### src/rtl/baej_pkg.sv
// rtl/baej_pkg.sv - shared frame geometry for rms and the call-frame stack
package baej_pkg;

  localparam int REG_W          = 16;
  localparam int NUM_SAVED_REGS = 15;
  localparam int FRAME_W        = REG_W * NUM_SAVED_REGS;

  // Bit offset of saved register idx inside a frame; slot 0 sits at the LSBs.
  function automatic int reg_lo(input int idx);
    return idx * REG_W;
  endfunction

endpackage

### src/rtl/frame_ram.sv
// rtl/frame_ram.sv - DEPTH x WIDTH frame store, sync write, sync read-before-write
module frame_ram #(
  parameter int DEPTH  = 8,
  parameter int WIDTH  = 240,
  parameter int ADDR_W = $clog2(DEPTH)
) (
  input  logic              clk_i,
  input  logic              wr_en_i,
  input  logic [ADDR_W-1:0] wr_addr_i,
  input  logic [WIDTH-1:0]  wr_data_i,
  input  logic              rd_en_i,
  input  logic [ADDR_W-1:0] rd_addr_i,
  output logic [WIDTH-1:0]  rd_data_o
);

  logic [WIDTH-1:0] mem_q [DEPTH];
  logic [WIDTH-1:0] rd_data_q;

  // Non-blocking update gives old contents on a same-address read and write.
  always_ff @(posedge clk_i) begin
    if (wr_en_i) begin
      mem_q[wr_addr_i] <= wr_data_i;
    end
    if (rd_en_i) begin
      rd_data_q <= mem_q[rd_addr_i];
    end
  end

  assign rd_data_o = rd_data_q;

endmodule

### src/rtl/call_frame_stack.sv
// rtl/call_frame_stack.sv - call-frame stack between rms fcOut and fcIn
module call_frame_stack #(
  parameter int DEPTH   = 8,
  parameter int FRAME_W = baej_pkg::FRAME_W,
  parameter int CNT_W   = $clog2(DEPTH + 1)
) (
  input  logic               clk,
  input  logic               reset,
  input  logic               push,
  input  logic               pop,
  input  logic [FRAME_W-1:0] frame_in,
  input  logic               clear_err,
  output logic [FRAME_W-1:0] frame_out,
  output logic               restore_out,
  output logic [CNT_W-1:0]   count,
  output logic               full,
  output logic               empty,
  output logic               overflow,
  output logic               underflow
);
  import baej_pkg::*;

  localparam int ADDR_W = $clog2(DEPTH);

  logic [CNT_W-1:0]   count_q, count_d;
  logic               overflow_q, overflow_d;
  logic               underflow_q, underflow_d;
  logic               restore_q;
  logic               rd_valid_q;
  logic               do_write, do_read;
  logic [ADDR_W-1:0]  wr_addr, rd_addr;
  logic [FRAME_W-1:0] rd_data;

  assign full  = (count_q == CNT_W'(DEPTH));
  assign empty = (count_q == '0);

  always_comb begin
    count_d     = count_q;
    overflow_d  = overflow_q;
    underflow_d = underflow_q;
    do_write    = 1'b0;
    do_read     = 1'b0;
    if (clear_err) begin
      overflow_d  = 1'b0;
      underflow_d = 1'b0;
    end
    rd_addr = ADDR_W'(count_q - CNT_W'(1));
    // A swap overwrites the current top; otherwise the write lands just above it.
    wr_addr = (pop && !empty) ? rd_addr : ADDR_W'(count_q);
    case ({push, pop})
      2'b10: begin
        if (full) begin
          overflow_d = 1'b1;
        end else begin
          do_write = 1'b1;
          count_d  = count_q + CNT_W'(1);
        end
      end
      2'b01: begin
        if (empty) begin
          underflow_d = 1'b1;
        end else begin
          do_read = 1'b1;
          count_d = count_q - CNT_W'(1);
        end
      end
      2'b11: begin
        do_write = 1'b1;
        if (empty) begin
          count_d     = CNT_W'(1);
          underflow_d = 1'b1;
        end else begin
          do_read = 1'b1;
        end
      end
      default: ;
    endcase
  end

  always_ff @(posedge clk or posedge reset) begin
    if (reset) begin
      count_q     <= '0;
      overflow_q  <= 1'b0;
      underflow_q <= 1'b0;
      restore_q   <= 1'b0;
      rd_valid_q  <= 1'b0;
    end else begin
      count_q     <= count_d;
      overflow_q  <= overflow_d;
      underflow_q <= underflow_d;
      restore_q   <= do_read;
      rd_valid_q  <= rd_valid_q | do_read;
    end
  end

  frame_ram #(
    .DEPTH (DEPTH),
    .WIDTH (FRAME_W),
    .ADDR_W(ADDR_W)
  ) u_frame_ram (
    .clk_i    (clk),
    .wr_en_i  (do_write),
    .wr_addr_i(wr_addr),
    .wr_data_i(frame_in),
    .rd_en_i  (do_read),
    .rd_addr_i(rd_addr),
    .rd_data_o(rd_data)
  );

  // The RAM has no reset, so frame_out reads as zero until the first real pop.
  assign frame_out   = rd_valid_q ? rd_data : '0;
  assign restore_out = restore_q;
  assign count       = count_q;
  assign overflow    = overflow_q;
  assign underflow   = underflow_q;

endmodule

### config.mk
export PLATFORM = sky130hd
export DESIGN_NAME = call_frame_stack
export DESIGN_NICKNAME = d
export VERILOG_FILES = /design/src/rtl/baej_pkg.sv /design/src/rtl/frame_ram.sv /design/src/rtl/call_frame_stack.sv
export SDC_FILE = /design/constraint.sdc
export NUM_CORES = 2
export LEC_CHECK = 0
export ABC_AREA = 0
export CORE_AREA = 2 2 322 563
export DETAILED_ROUTE_END_ITERATION = 8
export DIE_AREA = 0 0 324 565
export PLACE_DENSITY = 0.61
export SLEW_MARGIN = 20
export SYNTH_ARGS = -nofsm -noshare
export SYNTH_HDL_FRONTEND = slang
export SYNTH_SLANG_ARGS = --single-unit
### constraint.sdc
create_clock -name clk -period 18.3 [get_ports clk]
set_input_delay 2.745 -clock clk [delete_from_list [all_inputs] [get_ports clk]]
set_output_delay 2.745 -clock clk [all_outputs]
set_load 0.01 [all_outputs]
==> flow_summary.yaml <==
layout:
  fin_area_um2: 95360
  drive_above_1_share_pct: 25.96
  fill_cells: 13570
  final_cell_mix: "edfxtp_1, clkdlybuf4s50_1, mux4_2"
  layout_commonest_cell: "edfxtp_1"
  fin_nets: 4218
  areaGrowthSynthToFinish_pct: 16.58
drt:
  drc: 0
  ant_nets: 0
  drt_wl_total_mm: 175.6
  dr.pass1.iters: 5
  drtIter0Drc: 2782
  vias: 35970
  avgViaCountPerCell: 5.531
  avgRoutedWirePerCell_um: 27.00
cts:
  ctsHoldBuffers: 0
  path_clk_slew_ps: 70
  h-tree-depth: 4
  cts_tree: "built"
  cts_setup_buffers: 0
  cts_buffers: 198
  cts_sinks: 2168
  root_buffer: "clkbuf_16"
  clock_path_buffers: 4
  clock_latency_ps: 850
  cts_resized: 0
critical_path:
  endpoint_kind: "primary output"
  path_class: "register to primary output"
  crit_buf_inv: 3
  cp-startpoint: "rd_valid_q"
  crit_path_max_fanout: 104
  r2r_start: "count[0]"
  crit_cells: 4
  path_delay_family: "buffers and inverters"
  cp_slowest_cell: "buf_4"
  slowest_delay_ps: 770
  worstRegToRegCells: 7
  reg2reg_to: "u_frame_ram.rd_data_o[101]"
  cpMostUsedCell: "buf_4"
  start_kind: "register"
  rrSetupSlack_ps: 12650
  worstPathArrival_ps: 4070
  required_ps: 15550
  critPathCapture: "frame_out[154]"
  path_cells: "buf_4 -> buf_4 -> and2_1 -> clkdlybuf4s50_1"
synthesis:
  ys_types: 45
  synth_area_um2: 81800
  synth_area_leaders: "edfxtp_1, mux4_2, mux2_2"
  yosysTopAreaCell: "edfxtp_1"
  avgSynthCellArea_um2: 24.19
  synth_seq_cells: 2168
  async_reset_ff_share_pct: 0.3690
  yosys_warnings: 0
  ys_seq_area_share_pct: 79.54
  synth_top_cell_area_share_pct: 79.29
  synth_ff_type: "edfxtp_1"
  syn_inst: 3382
  synth_edf_count: 2160
  syn_nets: 3629
timing:
  tightest_slew_ps: 1385
  finalHoldViolCount: 0
  relSlewSlack_pct: 7.684
  max_freq_mhz: 146.8
  fin_tns_setup_ps: 0
  drv_slew: 0
  setup_viol: 0
  skew_ps: 54.74
  rsz0062_at_grt: "no"
  period_share_pct: 37.23
  min_period_ps: 6814
global_routing:
  antenna_found_initial: 46
  gr-total-overflow: 0
  grt_max_degree: 152
  grt_pass1_vias: 38240
  grt_pass1_wl_mm: 257.7
  grt_usage_pct: 19.32
die:
  rows: 205
  die_width_um: 324
  io_pins: 494
  core_um2: 178300
  die_area_um2: 183100
  initial_core_util_pct: 45.89
  die_h_um: 565
placement:
  place_hpwl_mm: 97.98
  dpl_cell_area_um2: 89230
  portBuffers: 493
  gp_congestion: 0.7287
run:
  max-cap-violations: 0
run_status:
  status: "finished clean"
power_and_ir_drop:
  p_leak_uw: 0.02983
  ir_drop_uv: 241.2
  p_per_area_nw_per_um2: 174.0
min_path:
  min_path_type: "register to register"
  hold_start: "overflow"
-- power by group --
group          switching, uW  total (uW)  internal (uW)
clock                   1750        3970           2220
sequential               329        7060           6740
combinational           2700        5550           2860
-- logic make-up after synthesis --
group                      synth area share, %
buffers and inverters                    1.455
DFF                                      79.54
xor gates and xnor gates               0.03060
adders and majority gates              0.03059
and+or+nand+nor                          2.117
AOI/OAI and AO/OA                       0.2830
muxes                                    16.55
-- area by class of cell --
| class | instances | area (um2) | area share (%) |
|---|---|---|---|
| Multi-Input combinational cell | 1039 | 15650 | 16.42 |
| Antenna cell | 9 | 22.52 | 0.02362 |
| Inverter | 6 | 22.52 | 0.02362 |
| Timing Repair Buffer | 558 | 5514 | 5.782 |
| Clock inverter | 108 | 975.9 | 1.023 |
| Tap cell | 2380 | 2978 | 3.123 |
| Clock buffer | 235 | 5125 | 5.374 |
| Sequential cell | 2168 | 65070 | 68.23 |
-- cell usage after synthesis (all sizes together), types with 2 or more instances --
master,instances
nor2,7
xor2,2
a32o,2
nor2b,6
dfrtp,8
nand3,3
clkbuf,53
o21bai,2
buf,116
and2,243
nand2,6
a211oi,2
o221ai,2
inv,6
mux2,241
nand3b,2
nor3b,4
o22ai,2
a21oi,7
edfxtp,2160
mux4,480
ha,2
nand2b,4
o21ai,5
-- layer usage --
metal  vias to the layer above  track usage [%]  part of all wire (%)
met2                       961            32.51                    51
met4                        36            5.492                   2.4
met5                         -                0                  0.14
met1                     19350            25.84                    41
li1                      15330                -                     -
met3                       294            3.613                   5.5
-- registers in the layout, indices dropped and copies added (netlist names) --
register,cells
count,4
overflow,1
rd_valid_q,1
restore_out,1
u_frame_ram.mem_q,1920
u_frame_ram.rd_data_o,240
underflow,1
-- how the worst min path moves through the flow --
stage	to	slack, ps	depth (start not counted)
5_1_grt	underflow	650	1
6_report	overflow	610	2
4_1_cts	overflow	600	2
3_3_place_gp	overflow	580	2
3_5_place_dp	overflow	570	2
2_1_floorplan	underflow	540	1
-- worst register-to-register path, stage by stage (launching register included) --
cell and delay, ps:
dfrtp_4 890, inv_1 230, ha_4 880, buf_4 770
buf_4 920, buf_4 830, mux4_2 540, mux2_2 290
-- metrics by stage --
stage / utilization, % / power (uW) / std cells / setup slack (ps) / hold slack (ps)
2_1_floorplan: - / 11220 / 3382 / 2483 / 543.6
3_3_place_gp: 50.06 / 12820 / 6151 / 11560 / 578.8
3_5_place_dp: 50.06 / 12860 / 6151 / 11580 / 574.2
4_1_cts: 53.48 / 16870 / 6494 / 11320 / 597.2
5_1_grt: 53.49 / 17360 / 6501 / 11150 / 648.2
6_report: 53.49 / 16590 / 6503 / 11490 / 609.2
No activity file was read; power rests on OpenSTA's default activity.
